--- src/rtl/video_timing_detector.sv ---
// Measures active width/height of a sync+blank video stream and asserts o_Locked once
// C_LOCK_FRAMES consecutive matching frames are seen. Define VIDEO_TIMING_DETECTOR_TOTALS_EN
// to also measure line/frame totals and include them in the lock decision.
module video_timing_detector #(
  parameter int C_COUNT_WIDTH = 12,
  parameter int C_LOCK_FRAMES = 2
) (
  input  logic                     i_Clk,
  input  logic                     i_nRst,
  input  logic                     i_nHSync,
  input  logic                     i_nVSync,
  input  logic                     i_HBlank,
  input  logic                     i_VBlank,
  output logic                     o_Locked,
  output logic [C_COUNT_WIDTH-1:0] o_Width,
  output logic [C_COUNT_WIDTH-1:0] o_Height,
  output logic [C_COUNT_WIDTH-1:0] o_HTotal,
  output logic [C_COUNT_WIDTH-1:0] o_VTotal
);
  typedef logic [C_COUNT_WIDTH-1:0] cnt_t;
  typedef enum logic [1:0] {SEARCH, MEASURE, LOCKED} state_t;

  localparam cnt_t       MAX    = '1;
  localparam logic [3:0] LOCK_N = 4'(C_LOCK_FRAMES);

  function automatic cnt_t inc_sat(input cnt_t v);
    return (v == MAX) ? v : v + cnt_t'(1);
  endfunction

  logic   hs_q, vs_q, hb_q, vb_q, hs_prev, vs_prev;
  logic   hs_start, vs_start, timeout;
  cnt_t   h_cnt, w_cnt;
  logic   line_vact;
  cnt_t   v_cnt, act_cnt, ref_w;
  logic   ref_w_ok, incons;
  cnt_t   f_v, f_act, f_rw;
  logic   f_rw_ok, f_inc, frame_ok, frame_eq;
  cnt_t   prev_w, prev_h;
  logic   prev_ok;
  logic [3:0] match_cnt;
  state_t state;
`ifdef VIDEO_TIMING_DETECTOR_TOTALS_EN
  cnt_t   ref_t, f_rt, prev_ht, prev_vt;
  logic   ref_t_ok, f_rt_ok;
`endif

  assign hs_start = hs_prev & ~hs_q;
  assign vs_start = vs_prev & ~vs_q;
  // A saturated line counter coinciding with a real hsync edge is just a long line, not a loss.
  assign timeout  = (h_cnt == MAX) && !hs_start;

  // Input registers and per-line counters; history clears to 0 so an already-low sync is ignored.
  always_ff @(posedge i_Clk or negedge i_nRst) begin
    if (!i_nRst) begin
      // NOTE: sequential state uses non-blocking assignments so all registers update together.
      hs_q      <= 1'b0;
      vs_q      <= 1'b0;
      hb_q      <= 1'b0;
      vb_q      <= 1'b0;
      hs_prev   <= 1'b0;
      vs_prev   <= 1'b0;
      h_cnt     <= '0;
      w_cnt     <= '0;
      line_vact <= 1'b0;
    end else begin
      hs_q    <= i_nHSync;
      vs_q    <= i_nVSync;
      hb_q    <= i_HBlank;
      vb_q    <= i_VBlank;
      hs_prev <= hs_q;
      vs_prev <= vs_q;
      if (hs_start) begin
        h_cnt     <= cnt_t'(1);
        w_cnt     <= hb_q ? '0 : cnt_t'(1);
        line_vact <= ~vb_q;
      end else begin
        h_cnt <= inc_sat(h_cnt);
        if (!hb_q) w_cnt <= inc_sat(w_cnt);
        if (!vb_q) line_vact <= 1'b1;
      end
    end
  end

  // Frame accumulators including the line completing this cycle, so a simultaneous
  // hsync/vsync start counts that line in the ending frame.
  always_comb begin
    // NOTE: every always_comb output gets a default first so no latch is inferred.
    f_v     = v_cnt;
    f_act   = act_cnt;
    f_rw    = ref_w;
    f_rw_ok = ref_w_ok;
    f_inc   = incons;
`ifdef VIDEO_TIMING_DETECTOR_TOTALS_EN
    f_rt    = ref_t;
    f_rt_ok = ref_t_ok;
`endif
    if (hs_start) begin
      f_v = inc_sat(v_cnt);
      if (line_vact && (w_cnt != '0)) f_act = inc_sat(act_cnt);
      if ((w_cnt == MAX) || (f_v == MAX) || (f_act == MAX)) f_inc = 1'b1;
      if (w_cnt != '0) begin
        if (!ref_w_ok) begin
          f_rw    = w_cnt;
          f_rw_ok = 1'b1;
        end else if (w_cnt != ref_w) begin
          f_inc = 1'b1;
        end
      end
`ifdef VIDEO_TIMING_DETECTOR_TOTALS_EN
      if (h_cnt == MAX) f_inc = 1'b1;
      if (!ref_t_ok) begin
        f_rt    = h_cnt;
        f_rt_ok = 1'b1;
      end else if (h_cnt != ref_t) begin
        f_inc = 1'b1;
      end
`endif
    end
    frame_ok = f_rw_ok && !f_inc;
    frame_eq = (f_rw == prev_w) && (f_act == prev_h);
`ifdef VIDEO_TIMING_DETECTOR_TOTALS_EN
    if ((f_rt != prev_ht) || (f_v != prev_vt)) frame_eq = 1'b0;
`endif
  end

  always_ff @(posedge i_Clk or negedge i_nRst) begin
    if (!i_nRst) begin
      v_cnt    <= '0;
      act_cnt  <= '0;
      ref_w    <= '0;
      ref_w_ok <= 1'b0;
      incons   <= 1'b0;
`ifdef VIDEO_TIMING_DETECTOR_TOTALS_EN
      ref_t    <= '0;
      ref_t_ok <= 1'b0;
`endif
    end else if (vs_start) begin
      v_cnt    <= '0;
      act_cnt  <= '0;
      ref_w    <= '0;
      ref_w_ok <= 1'b0;
      incons   <= 1'b0;
`ifdef VIDEO_TIMING_DETECTOR_TOTALS_EN
      ref_t    <= '0;
      ref_t_ok <= 1'b0;
`endif
    end else begin
      v_cnt    <= f_v;
      act_cnt  <= f_act;
      ref_w    <= f_rw;
      ref_w_ok <= f_rw_ok;
      incons   <= f_inc;
`ifdef VIDEO_TIMING_DETECTOR_TOTALS_EN
      ref_t    <= f_rt;
      ref_t_ok <= f_rt_ok;
`endif
    end
  end

  // Lock FSM; measurement outputs load only on entry to LOCKED and hold after lock loss.
  always_ff @(posedge i_Clk or negedge i_nRst) begin
    if (!i_nRst) begin
      state     <= SEARCH;
      match_cnt <= '0;
      prev_ok   <= 1'b0;
      prev_w    <= '0;
      prev_h    <= '0;
      o_Locked  <= 1'b0;
      o_Width   <= '0;
      o_Height  <= '0;
`ifdef VIDEO_TIMING_DETECTOR_TOTALS_EN
      prev_ht   <= '0;
      prev_vt   <= '0;
      o_HTotal  <= '0;
      o_VTotal  <= '0;
`endif
    end else if (timeout) begin
      state     <= SEARCH;
      match_cnt <= '0;
      prev_ok   <= 1'b0;
      o_Locked  <= 1'b0;
    end else if (vs_start) begin
      prev_w  <= f_rw;
      prev_h  <= f_act;
      prev_ok <= frame_ok;
`ifdef VIDEO_TIMING_DETECTOR_TOTALS_EN
      prev_ht <= f_rt;
      prev_vt <= f_v;
`endif
      case (state)
        SEARCH: begin
          state   <= MEASURE;
          prev_ok <= 1'b0;
        end
        MEASURE: begin
          // With no valid predecessor a consistent frame starts a new run of matches.
          if (frame_ok && (frame_eq || !prev_ok)) begin
            match_cnt <= match_cnt + 4'd1;
            if (match_cnt + 4'd1 == LOCK_N) begin
              state    <= LOCKED;
              o_Locked <= 1'b1;
              o_Width  <= f_rw;
              o_Height <= f_act;
`ifdef VIDEO_TIMING_DETECTOR_TOTALS_EN
              o_HTotal <= f_rt;
              o_VTotal <= f_v;
`endif
            end
          end else begin
            match_cnt <= '0;
          end
        end
        LOCKED: begin
          if (!(frame_ok && frame_eq)) begin
            state     <= MEASURE;
            match_cnt <= '0;
            o_Locked  <= 1'b0;
          end
        end
        default: state <= SEARCH;
      endcase
    end
  end

`ifndef VIDEO_TIMING_DETECTOR_TOTALS_EN
  assign o_HTotal = '0;
  assign o_VTotal = '0;
`endif
endmodule

--- config.mk ---
export PLATFORM = sky130hd
export DESIGN_NAME = video_timing_detector
export DESIGN_NICKNAME = d
export VERILOG_FILES = /design/src/rtl/video_timing_detector.sv
export SDC_FILE = /design/constraint.sdc
export NUM_CORES = 1
export LEC_CHECK = 0
export BUFFER_PORTS_ARGS = -buffer_cell sky130_fd_sc_hd__buf_2
export CAP_MARGIN = 15
export CORE_AREA = 3 3 174 176
export DETAILED_ROUTE_END_ITERATION = 8
export DIE_AREA = 0 0 177 179
export GPL_ROUTABILITY_DRIVEN = 1
export PLACE_DENSITY = 0.49
export RECOVER_POWER = 25
export REMOVE_ABC_BUFFERS = 1
export SYNTH_ARGS = -nofsm -noshare
export SYNTH_HDL_FRONTEND = slang
export SYNTH_SLANG_ARGS = --single-unit
--- constraint.sdc ---
create_clock -name i_Clk -period 4.5 [get_ports i_Clk]
set_clock_uncertainty 0.2 [all_clocks]
set_input_delay 0 -clock i_Clk [delete_from_list [all_inputs] [get_ports i_Clk]]
set_output_delay 0 -clock i_Clk [all_outputs]
set_load 0.02 [all_outputs]
==> impl_results.md <==
* Total CTS buffers at 17
* #FFs+latches synth at 125
* Crit path max fanout at 18
* RePlAce Congestion at 0.8760
* Syn avg cell area at 9.020 um^2
* Post-route core utilization at 30.56%
* Clk_lat worst skew at 420 ps
* DIE WIDTH at 177 um
* Placed insts at 1234
* Cell count after synthesis at 827
* Max layer used: met4
* Reg clk slew, reported paths at 60 ps
* Final setup violation count at 0
* Post-synth cell types at 71
* DRT Pass-1 Iters at 5
* Max clock buf depth at 2
* Ys async rst share at 100.0%
* P per Cell Area at 406.8 nW/um^2
* Crit path kind: reg2reg
* Worst hold slack at 23.99 ps
* Post-Layout Cell Count at 1273
* Vert. Die Dim at 179 um
* Starting Density at 25.92%
* P_leak at 3.871 nW
* Tcrit/Tclk final at 95.09%
* RSZ-0062 raised after global routing: no
* # IOs at 55
* R2r setup slk at 220 ps
* Metal3 WL at 848 um
* Rows at 62
* First-pass GRT wire length at 32.08 mm
* Core ar. at 28780 um^2
* Filler cell count at 2997
* CTS tree: done
* Met1 wire length at 9.599 mm
* Vias per cell at 4.690
* Slew Viols, Final at 87
* CP arrival at 4420 ps
* Vias in the first global route at 5862
* Number of DRC markers in iteration 0 at 516
* H-tree depth at 4
* Worst Tran Pin Value at 2197 ps
* Avg WL per Cell at 15.38 um
* Fraction of layout cells with a size suffix above 1 at 13.95%
* Area grow syn2layout at 17.90%
* Commonest non-fill, non-tap cells in the layout: dfrtp_1 (125), nor2_1 (82), nand2_1 (74)
* Startpoint types: flip-flop
* Max Freq at 0.2337 GHz
* Ys Warns at 0
* Gr usage total at 12.78%
* Critical Path End Type: flip-flop
* Residual DRC count at 0
* Top FF cell, synth: dfrtp_1
* Place WS at 45.56 ps
* Ant diodes at 0
* Seq/Total Area, Yosys at 41.93%
* Fin. Hold Viols at 0
* Mapped Area at 7460 um^2
* Most common cell after layout, fill and taps aside: dfrtp_1
* Max-Slew Margin vs Limit at -46.49%
* Hpwl dp at 14.08 mm
* # port buffers at 30
* VDD IR-drop max at 0.0002486 V
* Total number of vias at 5971
* CTS sink cnt at 125
* Total routed wirelength at 19.58 mm
* Met2 wire len at 8.914 mm
* Post-synth EDFFs at 0
* Die footprint at 31680 um^2
* Max-cap viol count at 1
* DRT antenna net count at 0
* Worst min path class: in2reg
* Setup ws final at 220.9 ps
* Largest net degree at the start of global routing at 87
* CTS root buf: clkbuf_16
* Initial antenna violation count at 0
* Failing checks: capacitance limit, slew limit
* Worst path required time at 4640 ps
* GRT overflow at 0
* Nets at 890
* Minimum clock period at 4279 ps
* Outcome: finished, violations left
worst paths after layout:
kind | startpoint | to | cells past startpoint
max in group asynchronous | i_nRst | o_Width[3] | 3
min reg2reg | vb_q | line_vact | 1
max | w_cnt[0] | o_Width[6] | 13
min | i_nVSync | vs_q | 2
min in group asynchronous | i_nRst | vb_q | 2
max reg2reg | w_cnt[0] | o_Width[6] | 13
synthesized netlist by cell type (all sizes together), types with 6 or more instances:
cell	count	share of area [%]
a211oi	7	0.70
a21oi	32	2.1
a31oi	7	0.59
and2	6	0.50
and3	11	0.92
buf	36	4.0
clkbuf	39	2.0
dfrtp	125	42
ha	7	1.2
inv	46	2.3
mux2i	40	5.4
nand2	74	3.7
nand2b	20	1.7
nand3	36	2.4
nand4	11	0.92
nor2	82	4.1
nor2b	10	0.84
nor3	11	0.74
nor4	16	1.4
o21ai	37	2.5
o22ai	8	0.67
or3	8	0.67
or4	7	0.70
xnor2	20	2.3
xor2	44	5.2
where the power goes:
part | leakage, nW | switching [mW] | internal [mW]
Sequential | 1.70 | 0.111 | 1.23
Clock | 0.295 | 0.511 | 0.911
Combinational | 1.88 | 0.478 | 0.333
cells by family (layout without fill, tap and decap cells):
family                     Yosys count  in the layout  share of synthesized area (%)
AOI/OAI and AO/OA                  147            147                          13.33
DFF                                125            125                          41.93
buffers and inverters              121            160                          8.236
muxes                               43             43                          5.820
xor gates and xnor gates            64             64                          7.514
other                                1             24                        0.05027
adders and majority gates            7              7                          1.174
and+or+nand+nor                    319            319                          21.94
registers in the layout, summed over array words and instances, names as in the netlist, 2 cells and up:
name and count:
act_cnt 12, h_cnt 12, o_Height 12, o_Width 12, prev_h 12, prev_w 12, ref_w 12, v_cnt 12
w_cnt 12, match_cnt 4, state 2
stage by stage:
stage	setup TNS [ps]	power (mW)	instance area (um^2)
floorplan	-27500	1.861	7104
global placement	0	2.173	8108
detailed placement	0	2.171	8108
CTS	0	3.622	8776
global route	0	3.778	8795
finish	0	3.577	8795
critical path, stage by stage (launching register included):
cell,delay (ps)
dfrtp_1,370
inv_1,100
ha_1,180
or4b_4,530
o311a_1,430
o211a_1,140
a2111o_1,320
or4_1,540
nor4_1,260
and4b_2,280
o2111a_2,210
and3_4,220
buf_12,180
mux2i_1,210
area by class of cell:
class	count	area, um^2	area share (%)
sequential	125	3128	35.57
clock inverter	10	137.6	1.565
tap	384	480.5	5.463
timing repair buffer	83	575.6	6.544
clock buffer	21	470.5	5.349
inverter	46	172.7	1.963
multi-input combinational	604	3830	43.55
layer usage:
layer  vias up  track usage, %
met1      2864           17.81
met3        17           2.753
met4         0           4.026
met5         -               0
li1       2951               -
met2       139           19.82
timing repair:
item                       CTS  global route
buffers inserted             0             2
hold buffers                 6             0
hold endpoints to repair    89             0
resized for setup            0             3
setup endpoints to repair    0            22
(Power assumes the default switching activity.)
